[config.mk]
export PLATFORM = sky130hd
export DESIGN_NAME = psk_symbol_modulator_flat
export DESIGN_NICKNAME = d
export VERILOG_FILES = /design/src/rtl/psk_symbol_modulator_pkg.sv /design/src/rtl/psk_symbol_modulator_if.sv /design/src/rtl/psk_symbol_modulator_fifo.sv /design/src/rtl/psk_symbol_modulator.sv /design/src/flat_wrapper.sv
export SDC_FILE = /design/constraint.sdc
export NUM_CORES = 1
export LEC_CHECK = 0
export BUFFER_PORTS_ARGS = -buffer_cell sky130_fd_sc_hd__buf_4
export CORE_ASPECT_RATIO = 1.4
export CORE_UTILIZATION = 58
export CTS_CLUSTER_DIAMETER = 30
export DETAILED_ROUTE_END_ITERATION = 7
export PLACE_DENSITY = 0.82
export SLEW_MARGIN = 20
export SYNTH_ARGS = -nofsm -noshare
export SYNTH_HDL_FRONTEND = slang
export SYNTH_SLANG_ARGS = --single-unit
[constraint.sdc]
create_clock -name clk -period 5 [get_ports clk]
set_input_delay 0.75 -clock clk [delete_from_list [all_inputs] [get_ports clk]]
set_output_delay 0.75 -clock clk [all_outputs]
set_load 0.02 [all_outputs]
[src/rtl/psk_symbol_modulator_pkg.sv]
// Shared types and symbol-phase tables for the PSK symbol modulator.
// Offsets and deltas are held in eighths of a turn and widened to PHASE_W in the top.
package psk_mod_pkg;

  typedef enum logic [0:0] {
    IDLE   = 1'b0,
    ACTIVE = 1'b1
  } state_e;

  typedef enum logic [0:0] {
    MODE_BPSK = 1'b0,
    MODE_QPSK = 1'b1
  } mode_e;

  localparam int OFS_W = 3;

  localparam logic [OFS_W-1:0] BPSK_OFS_0   = 3'd0;
  localparam logic [OFS_W-1:0] BPSK_OFS_1   = 3'd4;
  localparam logic [OFS_W-1:0] QPSK_OFS_00  = 3'd1;
  localparam logic [OFS_W-1:0] QPSK_OFS_01  = 3'd3;
  localparam logic [OFS_W-1:0] QPSK_OFS_11  = 3'd5;
  localparam logic [OFS_W-1:0] QPSK_OFS_10  = 3'd7;
  localparam logic [OFS_W-1:0] QPSK_DEL_00  = 3'd0;
  localparam logic [OFS_W-1:0] QPSK_DEL_01  = 3'd2;
  localparam logic [OFS_W-1:0] QPSK_DEL_11  = 3'd4;
  localparam logic [OFS_W-1:0] QPSK_DEL_10  = 3'd6;

  localparam int SPS_MIN = 2;

  function automatic logic [OFS_W-1:0] abs_offset(input mode_e mode, input logic [1:0] bits);
    logic [OFS_W-1:0] r;
    r = 3'd0;
    if (mode == MODE_BPSK) begin
      r = bits[0] ? BPSK_OFS_1 : BPSK_OFS_0;
    end else begin
      case (bits)
        2'b00:   r = QPSK_OFS_00;
        2'b01:   r = QPSK_OFS_01;
        2'b11:   r = QPSK_OFS_11;
        2'b10:   r = QPSK_OFS_10;
        default: r = 3'd0;
      endcase
    end
    return r;
  endfunction

  function automatic logic [OFS_W-1:0] diff_delta(input mode_e mode, input logic [1:0] bits);
    logic [OFS_W-1:0] r;
    r = 3'd0;
    if (mode == MODE_BPSK) begin
      r = bits[0] ? BPSK_OFS_1 : BPSK_OFS_0;
    end else begin
      case (bits)
        2'b00:   r = QPSK_DEL_00;
        2'b01:   r = QPSK_DEL_01;
        2'b11:   r = QPSK_DEL_11;
        2'b10:   r = QPSK_DEL_10;
        default: r = 3'd0;
      endcase
    end
    return r;
  endfunction

endpackage

[src/rtl/psk_symbol_modulator_if.sv]
// Symbol stream handshake between the framing/data source (master) and the modulator (slave).
interface psk_symbol_modulator_if;
  logic [1:0] s_data;
  logic       s_valid;
  logic       s_ready;

  modport master (output s_data, output s_valid, input s_ready);
  modport slave  (input s_data, input s_valid, output s_ready);
endinterface

[src/rtl/psk_symbol_modulator_fifo.sv]
// psk_sym_fifo: DEPTH x 2-bit symbol FIFO with full/empty/count; pushes on full and pops on empty are dropped.
module psk_sym_fifo #(
  parameter int DEPTH = 4
) (
  input  logic                     clk,
  input  logic                     rst_n,
  input  logic                     push,
  input  logic                     pop,
  input  logic [1:0]               wdata,
  output logic [1:0]               rdata,
  output logic                     full,
  output logic                     empty,
  output logic [$clog2(DEPTH):0]   count
);
  localparam int AW = $clog2(DEPTH);

  logic [1:0]    mem_r [DEPTH];
  logic [AW-1:0] wr_ptr_r;
  logic [AW-1:0] rd_ptr_r;
  logic [AW:0]   count_r;
  logic          push_ok_s;
  logic          pop_ok_s;

  assign full      = (count_r == (AW+1)'(DEPTH));
  assign empty     = (count_r == '0);
  assign count     = count_r;
  assign rdata     = mem_r[rd_ptr_r];
  assign push_ok_s = push && !full;
  assign pop_ok_s  = pop && !empty;

  // Storage, pointers and occupancy; DEPTH is a power of two so pointers wrap naturally.
  always_ff @(posedge clk or negedge rst_n) begin
    if (!rst_n) begin
      wr_ptr_r <= '0;
      rd_ptr_r <= '0;
      count_r  <= '0;
      for (int i = 0; i < DEPTH; i++) begin
        mem_r[i] <= 2'b00;
      end
    end else begin
      if (push_ok_s) begin
        mem_r[wr_ptr_r] <= wdata;
        wr_ptr_r        <= wr_ptr_r + AW'(1);
      end
      if (pop_ok_s) begin
        rd_ptr_r <= rd_ptr_r + AW'(1);
      end
      case ({push_ok_s, pop_ok_s})
        2'b10:   count_r <= count_r + (AW+1)'(1);
        2'b01:   count_r <= count_r - (AW+1)'(1);
        default: count_r <= count_r;
      endcase
    end
  end
endmodule

[src/rtl/psk_symbol_modulator.sv]
// PSK symbol modulator: buffers symbols, times them at sps samples/symbol and emits carrier+symbol phase for the CORDIC.
// Build option DIFF_ENC_EN selects differential symbol encoding instead of the absolute Gray mapping.
module psk_symbol_modulator
  import psk_mod_pkg::*;
#(
  parameter int PHASE_W    = 32,
  parameter int SPS_W      = 16,
  parameter int FIFO_DEPTH = 4
) (
  input  logic                 clk,
  input  logic                 rst,
  input  logic                 en,
  input  logic                 mode_qpsk,
  input  logic [PHASE_W-1:0]   phase_step,
  input  logic [SPS_W-1:0]     sps,
  psk_symbol_modulator_if.slave sym,
  output logic [PHASE_W-1:0]   phase_out,
  output logic                 out_en,
  output logic                 sym_strobe,
  output logic                 underrun
);
  localparam int CNT_W = $clog2(FIFO_DEPTH) + 1;

  state_e               state_r;
  logic [SPS_W-1:0]     cnt_r;
  logic [SPS_W-1:0]     sps_l_r;
  logic [SPS_W-1:0]     sps_eff_s;
  logic [PHASE_W-1:0]   acc_r;
  // With DIFF_ENC_EN this is the running differential phase; otherwise the current absolute offset.
  logic [OFS_W-1:0]     ofs_r;
  logic [OFS_W-1:0]     next_ofs_s;
  logic                 boundary_s;
  logic                 pop_s;
  logic [1:0]           fifo_rdata_s;
  logic                 fifo_full_s;
  logic                 fifo_empty_s;
  logic [CNT_W-1:0]     fifo_count_unused_s;

  psk_sym_fifo #(.DEPTH(FIFO_DEPTH)) u_fifo (
    .clk   (clk),
    .rst_n (rst),
    .push  (sym.s_valid),
    .pop   (pop_s),
    .wdata (sym.s_data),
    .rdata (fifo_rdata_s),
    .full  (fifo_full_s),
    .empty (fifo_empty_s),
    .count (fifo_count_unused_s)
  );

  assign sym.s_ready = !fifo_full_s;
  assign boundary_s  = (cnt_r == sps_l_r - SPS_W'(1));

  // Symbol length and phase for the symbol at the FIFO head.
  always_comb begin
    sps_eff_s  = sps;
    next_ofs_s = '0;
    if (sps < SPS_W'(SPS_MIN)) begin
      sps_eff_s = SPS_W'(SPS_MIN);
    end else begin
      sps_eff_s = sps;
    end
`ifdef DIFF_ENC_EN
    next_ofs_s = ofs_r + diff_delta(mode_e'(mode_qpsk), fifo_rdata_s);
`else
    next_ofs_s = abs_offset(mode_e'(mode_qpsk), fifo_rdata_s);
`endif
  end

  // Pop decision: leaving IDLE or reaching a symbol boundary with data waiting.
  always_comb begin
    pop_s = 1'b0;
    case (state_r)
      IDLE: begin
        if (en && !fifo_empty_s) pop_s = 1'b1;
        else                     pop_s = 1'b0;
      end
      ACTIVE: begin
        if (en && boundary_s && !fifo_empty_s) pop_s = 1'b1;
        else                                   pop_s = 1'b0;
      end
      default: pop_s = 1'b0;
    endcase
  end

  // Symbol timing FSM, carrier accumulator and sticky underrun flag.
  always_ff @(posedge clk or negedge rst) begin
    if (!rst) begin
      state_r  <= IDLE;
      cnt_r    <= '0;
      sps_l_r  <= SPS_W'(SPS_MIN);
      acc_r    <= '0;
      ofs_r    <= '0;
      underrun <= 1'b0;
    end else if (!en) begin
      state_r  <= IDLE;
      cnt_r    <= '0;
      acc_r    <= '0;
      ofs_r    <= '0;
      underrun <= 1'b0;
    end else begin
      acc_r <= acc_r + phase_step;
      case (state_r)
        IDLE: begin
          if (pop_s) begin
            state_r <= ACTIVE;
            cnt_r   <= '0;
            sps_l_r <= sps_eff_s;
            ofs_r   <= next_ofs_s;
          end else begin
            state_r <= IDLE;
          end
        end
        ACTIVE: begin
          if (boundary_s) begin
            if (pop_s) begin
              cnt_r   <= '0;
              sps_l_r <= sps_eff_s;
              ofs_r   <= next_ofs_s;
            end else begin
              state_r  <= IDLE;
              cnt_r    <= '0;
              underrun <= 1'b1;
            end
          end else begin
            cnt_r <= cnt_r + SPS_W'(1);
          end
        end
        default: state_r <= IDLE;
      endcase
    end
  end

  // Output stage: phase, amplitude gate and strobe all describe the same sample.
  always_ff @(posedge clk or negedge rst) begin
    if (!rst) begin
      phase_out  <= '0;
      out_en     <= 1'b0;
      sym_strobe <= 1'b0;
    end else begin
      phase_out  <= acc_r + {ofs_r, {(PHASE_W-OFS_W){1'b0}}};
      out_en     <= en && (state_r == ACTIVE);
      sym_strobe <= en && (state_r == ACTIVE) && (cnt_r == '0);
    end
  end
endmodule
[src/flat_wrapper.sv]
// flat-port wrapper written by rule: the top's interface ports become plain ports
module psk_symbol_modulator_flat import psk_mod_pkg::*;
#(
  parameter int PHASE_W    = 32,
  parameter int SPS_W      = 16,
  parameter int FIFO_DEPTH = 4
)
  (clk, rst, en, mode_qpsk, phase_step, sps, phase_out, out_en, sym_strobe, underrun, sym_s_data, sym_s_valid, sym_s_ready);
  psk_symbol_modulator_if sym_i ();
  input  logic clk;
  input  logic rst;
  input  logic en;
  input  logic mode_qpsk;
  input  logic [PHASE_W-1:0] phase_step;
  input  logic [SPS_W-1:0] sps;
  output logic [PHASE_W-1:0] phase_out;
  output logic out_en;
  output logic sym_strobe;
  output logic underrun;
  input wire logic [$bits(sym_i.s_data)-1:0] sym_s_data;
  input wire logic [$bits(sym_i.s_valid)-1:0] sym_s_valid;
  output wire logic [$bits(sym_i.s_ready)-1:0] sym_s_ready;
  assign sym_i.s_data = sym_s_data;
  assign sym_i.s_valid = sym_s_valid;
  assign sym_s_ready = sym_i.s_ready;
  psk_symbol_modulator #(.PHASE_W(PHASE_W), .SPS_W(SPS_W), .FIFO_DEPTH(FIFO_DEPTH)) u_core (.clk(clk), .rst(rst), .en(en), .mode_qpsk(mode_qpsk), .phase_step(phase_step), .sps(sps), .sym(sym_i), .phase_out(phase_out), .out_en(out_en), .sym_strobe(sym_strobe), .underrun(underrun));
endmodule
# Word level (Yosys, flattened, before mapping)
# Cells that the tools add are included.
[totals] register_bits=118 input_bits=55 out_inout_bits=36
[classes] n_addsub=8 order_cmp=4 eq_ne=13 n_mux=34 bitwise=3 reduce_logical=16
[ops] cell="16-bit two-way mux" n=6
[ops] cell="32-bit adder" n=2
[ops] cell="16-bit one-hot mux with 2 select lines" n=2
[ops] cell="32-bit two-way mux" n=1
[ops] cell="16-bit by 1-bit adder with 16-bit output, second input constant" n=1
[ops] cell="16-bit equality test" n=1
[ops] cell="16-bit logical NOT" n=1
[ops] cell="16-bit by 2-bit < comparator with 1-bit output, second input constant" n=1
[ops] cell="16-bit by 1-bit subtractor with 16-bit output, second input constant" n=1
[ops] cell="3-bit two-way mux" n=5
[ops] cell="3-bit one-hot mux with 2 select lines" n=2
[ops] cell="3-bit one-hot mux with 4 select lines" n=1
[ops] cell="1-bit two-way mux" n=9
[ops] cell="8-bit bitwise mux" n=1
[ops] cell="1-bit logical AND" n=8
[ops] cell="2-bit equality test, second input constant" n=3
[ops] cell="3-bit >= comparator, second input constant" n=2
[ops] cell="2-bit two-way mux" n=3
[ops] cell="3-bit inequality test, second input constant" n=2
[ops] cell="2-bit inverter with 3-bit output" n=2
[ops] cell="2-bit by 1-bit adder with 2-bit output, second input constant" n=2
[ops] cell="2-bit binary-select mux with 2-bit select" n=1
[ops] cell="2-bit demux with 2-bit select" n=1
[ops] cell="2-bit by 1-bit equality test with 1-bit output, second input constant" n=2
[ops] cell="other kinds (14)" n=18

# Longest topological paths before layout
# Gate-level depths: netlist (run 1).
[logic_depth] depth_word=11 depth_mapped=16 depth_no_buf=15

# Cells and area by module
# Synthesis (run 1) repeated with hierarchy kept, for this count alone.
[unflattened] cells_unflattened=659 area_unflattened_um2=6734.0
[by_module_without_submodules] mod="psk_symbol_modulator" instances=1 cells_per_inst=601 area_each_um2=5963.2
[by_module_without_submodules] mod="psk_sym_fifo" instances=1 cells_per_inst=58 area_each_um2=770.7

# Least setup slack after synthesis (run 1)
# OpenSTA, ideal clock, no wires.
[synth_timing] kind="flip-flop to flip-flop" from="register u_core.sps_l_r[3]" to="register u_core.u_fifo.count_r[1], in the netlist u_core.u_fifo.count[1]" setup_time_ns=0.125 arrival_ns=3.516 required_ns=4.875 slack_ns=1.360 path_stages_with_launch=14 n_path_buf=2 cell_sequence="dfrtp_1 -> clkbuf_1 -> or4_1 -> or4_1 -> xnor2_1 -> nor2_1 -> o2111ai_4 -> o31ai_4 -> nand2_4 -> buf_6 -> inv_1 -> ha_1 -> fa_1 -> mux2_2"
[synth_between] elab_chain_cells=9
[synth_lines] element="start, declared" line="psk_symbol_modulator.sv:26" source="logic [SPS_W-1:0] sps_l_r;"
[synth_lines] element="start signal, assigned" line="psk_symbol_modulator.sv:91" source="sps_l_r <= SPS_W'(SPS_MIN);"
[synth_lines] element="start signal, assigned" line="psk_symbol_modulator.sv:108" source="sps_l_r <= sps_eff_s;"
[synth_lines] element="start signal, assigned" line="psk_symbol_modulator.sv:118" source="sps_l_r <= sps_eff_s;"
[synth_lines] element="16-bit by 1-bit subtractor with 16-bit output (*)" line="psk_symbol_modulator.sv:52" source="assign boundary_s = (cnt_r == sps_l_r - SPS_W'(1));"
[synth_lines] element="16-bit equality test (*)" line="psk_symbol_modulator.sv:52"
[synth_lines] element="1-bit logical AND (*) (2 in a row)" line="psk_symbol_modulator.sv:79" source="if (en && boundary_s && !fifo_empty_s) pop_s = 1'b1;"
[synth_lines] element="1-bit two-way mux (*)" line="psk_symbol_modulator.sv:79"
[synth_lines] element="1-bit one-hot mux with 2 select lines (*)" line="psk_symbol_modulator.sv:73" source="case (state_r)"
[synth_lines] element="1-bit logical AND (*)" line="psk_symbol_modulator_fifo.sv:29" source="assign pop_ok_s = pop && !empty;"
[synth_lines] element="via u_core.u_fifo.pop_ok_s" line="psk_symbol_modulator_fifo.sv:22" source="logic pop_ok_s;"
[synth_lines] element="2-bit by 1-bit equality test with 1-bit output / 2-bit equality test (equally long branches)" line="psk_symbol_modulator_fifo.sv:48" source="case ({push_ok_s, pop_ok_s})"
[synth_lines] element="3-bit one-hot mux with 2 select lines / 2-bit nonzero test (equally long branches)"
[synth_lines] element="end signal, assigned" line="psk_symbol_modulator_fifo.sv:49" source="2'b10: count_r <= count_r + (AW+1)'(1);"
[synth_lines] element="end signal, assigned" line="psk_symbol_modulator_fifo.sv:50" source="2'b01: count_r <= count_r - (AW+1)'(1);"
[synth_lines] element="end signal, assigned" line="psk_symbol_modulator_fifo.sv:51" source="default: count_r <= count_r;"
[synth_lines] element="end, declared" line="psk_symbol_modulator_fifo.sv:20" source="logic [AW:0] count_r;"
# The timed path passes the listed nets; every way through them passes the cells marked *.
# A chain may end at the register's enable or synchronous reset.

# Worst setup path in the final report (run 1)
[layout_timing] from="register u_core.sps_l_r[2]" to="register u_core.u_fifo.count_r[1], in the netlist u_core.u_fifo.count[1]"
# The elaborated chain is that of the path after synthesis.

==> results of run 1 <==
## power groups by stage
stage | registers [mW] | logic [mW] | clock network [mW]
floorplan | 1.63 | 1.30 | 0
finish | 1.60 | 1.89 | 1.24
global route | 1.64 | 2.08 | 1.31
detailed placement | 1.60 | 1.86 | 0
global placement | 1.59 | 1.80 | 0
CTS | 1.59 | 1.89 | 1.26
## sequential cells by signal (all words and copies together), names as in the netlist
name                    flops
u_core.u_fifo.wr_ptr_r      2
u_core.underrun             1
u_core.cnt_r               16
u_core.acc_r               32
u_core.phase_out           32
u_core.ofs_r                3
u_core.sym_strobe           1
u_core.u_fifo.count         3
u_core.state_r              1
u_core.u_fifo.rd_ptr_r      2
u_core.u_fifo.mem_r         8
u_core.sps_l_r             16
u_core.out_en               1
## worst max-delay path, stage by stage, from the launching register on
cell,delay (ps)
dfrtp_1,490
or4_1,570
or4_1,440
xnor2_1,140
nor2_1,200
o2111ai_4,190
o31ai_4,480
nand2_4,250
inv_1,120
ha_1,200
fa_1,420
mux2_2,270
## through the flow
step | utilization [%] | power, mW | setup WS [ps]
finish | 72.3 | 4.73 | 1110
CTS | 72.3 | 4.75 | 1120
floorplan | - | 2.93 | 1360
global route | 72.3 | 5.03 | 905
detailed placement | 66.7 | 3.46 | 1130
global placement | 66.7 | 3.39 | 1250
## routing by layer
metal,up-vias,wire length [um],GRT usage [%]
li1,2344,-,-
met1,2369,5570,29.7
met2,140,7450,46.9
met3,44,521,5.12
met4,0,496,14.7
met5,-,0,0
## layout by cell type (no fill, tap or decap), types with 5 or more instances in the layout
cell type   Yosys  layout
and3_1          7       7
nor3_1         11      11
xor2_1         27      27
nand4_1        11      11
o21ai_0        26      26
nor2_1         32      32
ha_1           40      40
o21a_1          5       5
nor4_1         11      11
inv_1          23      23
clkbuf_16       0      17
nor2b_1         5       5
nand2_1        38      38
dfrtp_1       117     117
clkinvlp_4      0       5
nand2b_1        7       7
mux2_2         17      17
mux2_4          6       6
and2_1         28      28
a211oi_1        6       6
xnor2_1        31      31
o21bai_1        6       6
or3_1           7       7
a21oi_1        27      27
mux2i_1         6       6
buf_4           0      91
nand3_1        16      16
a21o_1         16      16
## worst paths after layout
kind	from	end	slack, ps	cells after the start
setup / recovery	u_core.sps_l_r[2]	u_core.u_fifo.count[1]	1110	11
hold / removal	u_core.acc_r[4]	u_core.phase_out[4]	380	0
setup reg to reg	u_core.sps_l_r[2]	u_core.u_fifo.count[1]	1110	11
hold reg to reg	u_core.acc_r[4]	u_core.phase_out[4]	380	0
max in group asynchronous	rst	u_core.sps_l_r[1]	3420	2
min in group asynchronous	rst	u_core.acc_r[11]	450	1
## cell type report
cell class                      instances  area [um^2]  area share, %
Multi-Input combinational cell        444         3350           42.6
Sequential cell                       118         2950           37.6
Timing Repair Buffer                   91          683           8.70
Clock buffer                           20          457           5.81
Tap cell                              141          176           2.25
Clock inverter                         12          151           1.93
Inverter                               23         86.3           1.10
## logic make-up (layout without fill, tap and decap cells)
family,after synthesis,after routing,share of synthesized area (%)
adders and majority gates,43,43,8.66
DFF,118,118,45.6
and+or+nand+nor,194,194,16.4
AOI/OAI and AO/OA,118,118,12.8
muxes,31,31,5.97
buffers and inverters,41,146,2.69
xor gates and xnor gates,58,58,7.85
==> flow_summary.json, run 1 <==
{
  "status": "finished, final reports clean",
  "clockBufferDepth": 2,
  "switching_share_pct": 36.5,
  "post_cts_resized": 0,
  "seqPwrFrac_pct": 33.8,
  "postSynthCellCount": 603,
  "cts_setup_buffers": 0,
  "globalRoute.totalOverflow": 0,
  "worst_pin_slew_ps": 915,
  "leakage_nw": 3.69,
  "drc": 0,
  "critPathArrivalTime_ps": 4180,
  "yosys_register_bits": 118,
  "h-tree-depth": 4,
  "synthesis.area_um2": 6470,
  "yosysSeqAreaShare_pct": 45.6,
  "crit_path_start_kind": "register",
  "hold_viol": 0,
  "cp-end-kind": "register",
  "synth_most_common_cell": "dfrtp_1",
  "drtAntennaViolNets": 0,
  "ios": 91,
  "antenna_found_initial": 0,
  "synthTopCellsByArea": "dfrtp_1, ha_1, xnor2_1",
  "holdWs_ps": 376,
  "antenna_cells": 0,
  "cts_tree": "built",
  "drive_gt1_share_pct": 22.9,
  "area_growth_pct": 21.3,
  "cts_buffers": 17,
  "layout.nets": 793,
  "p_int_mw": 3.00,
  "skew_ps": 5.74,
  "grt_usage_pct": 26.4,
  "wire_per_inst_um": 16.5,
  "dp.cells": 817,
  "rsz0062_at_grt": "false",
  "hp-class": "reg2reg",
  "instances_no_fill": 849,
  "dieArea_um2": 11600,
  "max_slew_margin_pct": 39.0,
  "route.vias.total": 4897,
  "yosys.area.top_type_share_pct": 45.2,
  "grt_start_max_net_pins": 75,
  "dp.final_hpwl_um": 9990,
  "placed_area_um2": 7250,
  "initial_core_util_pct": 59.6,
  "synth-warning-count": 0,
  "worstPathMaxFanout": 18,
  "power_frac_comb_pct": 39.9,
  "port_buffers": 90,
  "max-cap-violations": 0,
  "path_class": "reg2reg",
  "syn_nets": 701,
  "dr.first_iter.drc_count": 194,
  "drv_slew": 0,
  "routed_wl_um": 14000,
  "firstDrtPassIters": 4,
  "min_period_ps": 3890,
  "die_w_um": 91.3,
  "gp_congestion": 0.917,
  "asyncSetResetFlopFracSynth_pct": 100,
  "worstSkewPairLatency_ps": 410,
  "tns_ps": 0,
  "setup_violations": 0,
  "grt_pass1_vias": 5171,
  "finalInstanceArea_um2": 7860,
  "cp.required_ps": 5300,
  "hold_buffers": 0,
  "cts.sinks": 118,
  "fillers": 775,
  "synth_cell_types": 61,
  "yosysTopAreaCell": "dfrtp_1",
  "viasPerCell": 5.77,
  "power_switching_mw": 1.73,
  "synthTopCellsByCount": "dfrtp_1, ha_1, nand2_1",
  "avgSynthCellArea_um2": 10.7,
  "ir_worst_vdd_mv": 0.286,
  "p_per_area_nw_per_um2": 602,
  "rows": 45,
  "grt_pass1_wl_um": 23900,
  "synth_edf_count": 0,
  "die_h_um": 127,
  "core-area_um2": 10900,
  "synthFlopType": "dfrtp_1",
  "power_frac_clock_pct": 26.3,
  "root_buffer": "clkbuf_16",
  "fin_crit_sh_pct": 77.8,
  "clk_pin_slew_worst_paths_ps": 50,
  "fmax_ghz": 0.257
}
Power figures use the tool's default switching activity.
==> run 2, diff against run 1 <==
==> constraint.sdc (replaced) <==
create_clock -name clk -period 3.9 [get_ports clk]
set_input_delay 0.585 -clock clk [delete_from_list [all_inputs] [get_ports clk]]
set_output_delay 0.585 -clock clk [all_outputs]
set_load 0.02 [all_outputs]
==> flow_summary.json, run 2 (same netlist as run 1, synthesis figures left out) <==
{
  "ir_worst_vdd_mv": 0.413,
  "cp.required_ps": 4190,
  "tns_ps": 0,
  "utilization_pct": 72.8,
  "busiest_layer": "met2",
  "reg2reg_to": "u_core.u_fifo.count[1]",
  "setup_violations": 0,
  "use_met3_pct": 5.48,
  "fmax_ghz": 0.285,
  "worstPathMaxFanout": 10,
  "multi_input_area_um2": 3350,
  "cts_setup_buffers": 0,
  "max-cap-violations": 0,
  "grt_usage_pct": 26.6,
  "grt_util_met1_pct": 29.3,
  "leakage_nw": 3.73,
  "drv_slew": 0,
  "root_buffer": "clkbuf_16",
  "fillers": 761,
  "cts.sinks": 118,
  "crit_path_start_kind": "register",
  "met2_usage_pct": 48.5,
  "firstDrtPassIters": 4,
  "core-area_um2": 10900,
  "antenna_cells": 0,
  "hold_viol": 0,
  "viasPerCell": 5.79,
  "crit_cells": 11,
  "grt_pass1_vias": 5156,
  "worstSkewPairLatency_ps": 410,
  "port_buffers": 90,
  "finalInstanceArea_um2": 7910,
  "rows": 45,
  "antenna_found_initial": 0,
  "reg2reg_depth": 11,
  "initial_core_util_pct": 59.6,
  "path_class": "reg2reg",
  "dp.final_hpwl_um": 10400,
  "clockBufferDepth": 2,
  "min_period_ps": 3510,
  "final_cell_mix": "dfrtp_1, buf_4, ha_1",
  "rsz0062_at_grt": "false",
  "cp_common_cell": "or4_1",
  "dieArea_um2": 11600,
  "r2r_setup_slack_ps": 390,
  "fin_crit_sh_pct": 90.0,
  "placed_area_um2": 7280,
  "die_w_um": 91.3,
  "ios": 91,
  "slowest_delay_ps": 580,
  "routed_wl_um": 14400,
  "clk_pin_slew_worst_paths_ps": 50,
  "die_h_um": 127,
  "route.vias.total": 4941,
  "area_growth_pct": 22.1,
  "drc": 0,
  "cp-end-kind": "register",
  "status": "finished, final reports clean",
  "post_cts_resized": 0,
  "p_per_area_nw_per_um2": 778,
  "grt_start_max_net_pins": 63,
  "worst_pin_slew_ps": 764,
  "reg.largest.list": "u_core.acc_r (32), u_core.phase_out (32)",
  "critPathArrivalTime_ps": 3800,
  "skew_ps": 5.00,
  "dr.first_iter.drc_count": 181,
  "grt_pass1_wl_um": 24200,
  "drtAntennaViolNets": 0,
  "gp_congestion": 0.884,
  "cp_num_buf_inv": 1,
  "cts_buffers": 17,
  "hold_buffers": 0,
  "h-tree-depth": 4,
  "drive_gt1_share_pct": 23.3,
  "critPathSlowestCell": "or4_1",
  "seq_area_um2": 2950,
  "crit_family": "simple AND/OR/NAND/NOR gates",
  "hp-class": "in2async",
  "wire_per_inst_um": 16.9,
  "power_mw": 6.15,
  "layout.nets": 797,
  "cts_tree": "built",
  "r2r-start": "u_core.sps_l_r[2]",
  "globalRoute.totalOverflow": 0,
  "final_common_cell": "dfrtp_1",
  "path_cells": "or4_1 > or4_1 > xnor2_1 > nor2_1 > o2111ai_4 > o31ai_4 > nand2_4 > inv_1 > ha_1 > fa_1 > mux2_2",
  "max_slew_margin_pct": 49.1
}
==> run 2: cell types whose count changed in the layout (fill, tap and decap cells not counted) <==
cell | previous run | this run
clkinvlp_4 | 5 | 3
bufinv_16 | 3 | 4
clkinv_4 | 0 | 1
buf_4 | 91 | 95
==> run 2: how the worst max path moves through the flow <==
stage / from / end / slack [ps]
2_1_floorplan: u_core.sps_l_r[3] / u_core.u_fifo.count[1] / 260
3_3_place_gp: u_core.sps_l_r[2] / u_core.u_fifo.count[1] / 540
3_5_place_dp: u_core.sps_l_r[2] / u_core.u_fifo.count[1] / 440
4_1_cts: u_core.sps_l_r[2] / u_core.u_fifo.count[1] / 380
5_1_grt: u_core.sps_l_r[2] / u_core.u_fifo.count[1] / 240
6_report: u_core.sps_l_r[2] / u_core.u_fifo.count[1] / 390
==> run 2: cell type report <==
class                      count  area share, %
multi-input combinational    444           42.3
sequential                   118           37.4
timing repair buffer          95           9.02
clock buffer                  20           5.77
tap                          141           2.23
inverter                      23           1.09
clock inverter                12           2.21
==> run 2: power breakdown <==
| part | leakage, nW | switching [mW] | internal, mW | total, mW |
|---|---|---|---|---|
| clock network | 0.302 | 0.552 | 1.10 | 1.65 |
| registers | 1.50 | 0.371 | 1.67 | 2.04 |
| logic | 1.92 | 1.31 | 1.15 | 2.45 |
| total | 3.73 | 2.23 | 3.92 | 6.15 |
==> run 2: per-layer routing <==
metal | routed length, um | vias to the layer above
li1 | - | 2349
met1 | 5680 | 2411
met2 | 7720 | 149
met3 | 532 | 32
met4 | 498 | 0
met5 | 0 | -
==> run 2: per-stage QoR <==
| stage | setup WS [ps] | hold WS [ps] | std cells |
|---|---|---|---|
| after floorplan | 260 | 289 | 603 |
| after global placement | 537 | 361 | 821 |
| after detailed placement | 440 | 364 | 821 |
| after CTS | 381 | 280 | 853 |
| after global routing | 245 | 310 | 853 |
| final | 390 | 248 | 853 |
==> run 3, diff against run 2 <==
--- a/config.mk
+++ b/config.mk
@@ -7,10 +7,10 @@
 export LEC_CHECK = 0
 export BUFFER_PORTS_ARGS = -buffer_cell sky130_fd_sc_hd__buf_4
 export CORE_ASPECT_RATIO = 1.4
-export CORE_UTILIZATION = 58
+export CORE_UTILIZATION = 48
 export CTS_CLUSTER_DIAMETER = 30
 export DETAILED_ROUTE_END_ITERATION = 7
-export PLACE_DENSITY = 0.82
+export PLACE_DENSITY = 0.7
 export SLEW_MARGIN = 20
 export SYNTH_ARGS = -nofsm -noshare
 export SYNTH_HDL_FRONTEND = slang
==> flow_summary.json, run 3 (same netlist as run 1, synthesis figures left out) <==
{
  "status": "finished, final reports clean",
  "initial_core_util_pct": 49.8,
  "leakage_nw": 3.71,
  "gp_congestion": 0.866,
  "finalWorstSetupSlack_ps": 452,
  "globalRoute.totalOverflow": 0,
  "skew_ps": 7.12,
  "critPathArrivalTime_ps": 3740,
  "worstSkewPairLatency_ps": 410,
  "h-tree-depth": 4,
  "die_h_um": 139,
  "reg.largest.list": "u_core.acc_r (32), u_core.phase_out (32)",
  "cts_tree": "built",
  "setup_violations": 0,
  "clk_pin_slew_worst_paths_ps": 50,
  "root_buffer": "clkbuf_16",
  "drtAntennaViolNets": 0,
  "route.vias.total": 4846,
  "drv_slew": 0,
  "min_period_ps": 3450,
  "slowest_delay_ps": 550,
  "max_slew_margin_pct": 50.5,
  "hp-class": "in2async",
  "ios": 91,
  "crit_path_start_kind": "register",
  "max-cap-violations": 0,
  "tns_ps": 0,
  "pre_cts_ws_ps": 465,
  "critPathSlowestCell": "nor4_2",
  "dr.first_iter.drc_count": 156,
  "worstPathMaxFanout": 10,
  "fin_crit_sh_pct": 88.4,
  "cp-end-kind": "register",
  "path_class": "reg2reg",
  "final_common_cell": "dfrtp_1",
  "cts_buffers": 17,
  "reg2reg_depth": 13,
  "post_cts_resized": 0,
  "area_growth_pct": 22.1,
  "core-area_um2": 13000,
  "cts_setup_buffers": 0,
  "die_w_um": 100,
  "drc": 0,
  "dp.final_hpwl_um": 10100,
  "reg2reg_to": "u_core.u_fifo.count[2]",
  "grt_pass1_wl_um": 22900,
  "r2r-start": "u_core.sps_l_r[2]",
  "dieArea_um2": 14000,
  "ir_worst_vdd_mv": 0.335,
  "wire_per_inst_um": 15.3,
  "clockBufferDepth": 2,
  "grt_start_max_net_pins": 64,
  "grt_pass1_vias": 5023,
  "cp.required_ps": 4190,
  "p_per_area_nw_per_um2": 754,
  "viasPerCell": 5.45,
  "drive_gt1_share_pct": 22.8,
  "hold_viol": 0,
  "final_cell_mix": "dfrtp_1, buf_4, ha_1",
  "grt_usage_pct": 20.9,
  "fmax_ghz": 0.290,
  "routed_wl_um": 13600,
  "antenna_cells": 0,
  "cts.sinks": 118,
  "firstDrtPassIters": 4,
  "r2r_setup_slack_ps": 450,
  "worst_pin_slew_ps": 742,
  "rows": 49,
  "port_buffers": 90,
  "layout.nets": 796,
  "rsz0062_at_grt": "false",
  "path_cells": "nor4_2 > and4_1 > or3_1 > a31oi_1 > o22ai_1 > o31ai_4 > nand2_4 > inv_1 > ha_1 > fa_1 > xnor2_1 > nor2_1 > xor2_1",
  "hold_buffers": 0,
  "antenna_found_initial": 0
}
-- run 3: layout make-up --
class	count	area, um^2
Fill cell	1088	5090
Multi-Input combinational cell	444	3350
Timing Repair Buffer	94	718
Sequential cell	118	2950
Clock inverter	8	96.3
Tap cell	178	223
Inverter	23	86.3
Clock buffer	24	482
-- run 3: routing by layer --
metal  vias to the layer above  wire length, um  GRT usage, %
met4                         0              250          9.69
li1                       2345                -             -
met2                       119             7320          37.3
met3                        23              421          4.52
met5                         -                0             0
met1                      2359             5640          23.4
-- run 3: power by group --
group	leakage, nW	total, mW	switching (mW)	internal [mW]
logic	1.92	2.40	1.26	1.15
registers	1.50	2.04	0.365	1.67
clock network	0.284	1.52	0.536	0.988
total	3.71	5.97	2.16	3.81
-- run 3: worst max-delay path, delay by kind of cell (launching register included) --
family          cells  cell delay (ps)
xor+xnor            2              290
fa+ha+maj           2              580
buf+inv             1               40
flops               1              480
compound gates      3              710
simple gates        5             1200
-- run 3: how the worst max path moves through the flow --
stage / start / to / slack (ps) / cells past startpoint
floorplan: u_core.sps_l_r[3] / u_core.u_fifo.count[1] / 260 / 13
global placement: u_core.sps_l_r[2] / u_core.u_fifo.count[1] / 520 / 11
detailed placement: u_core.sps_l_r[2] / u_core.u_fifo.count[1] / 460 / 11
CTS: u_core.sps_l_r[2] / u_core.u_fifo.count[1] / 450 / 11
global route: u_core.sps_l_r[0] / u_core.u_fifo.count[1] / 230 / 13
finish: u_core.sps_l_r[2] / u_core.u_fifo.count[2] / 450 / 13
-- run 3: metrics by stage --
| stage | instances | hold WS (ps) | utilization [%] | power [mW] | area (um^2) |
|---|---|---|---|---|---|
| after floorplan | 603 | 289 | - | 3.76 | 6470 |
| after global placement | 857 | 363 | 56.4 | 4.36 | 7330 |
| after detailed placement | 857 | 366 | 56.4 | 4.45 | 7330 |
| after CTS | 889 | 246 | 60.8 | 6.01 | 7910 |
| after global routing | 889 | 294 | 60.8 | 6.36 | 7910 |
| final | 889 | 245 | 60.8 | 5.97 | 7910 |
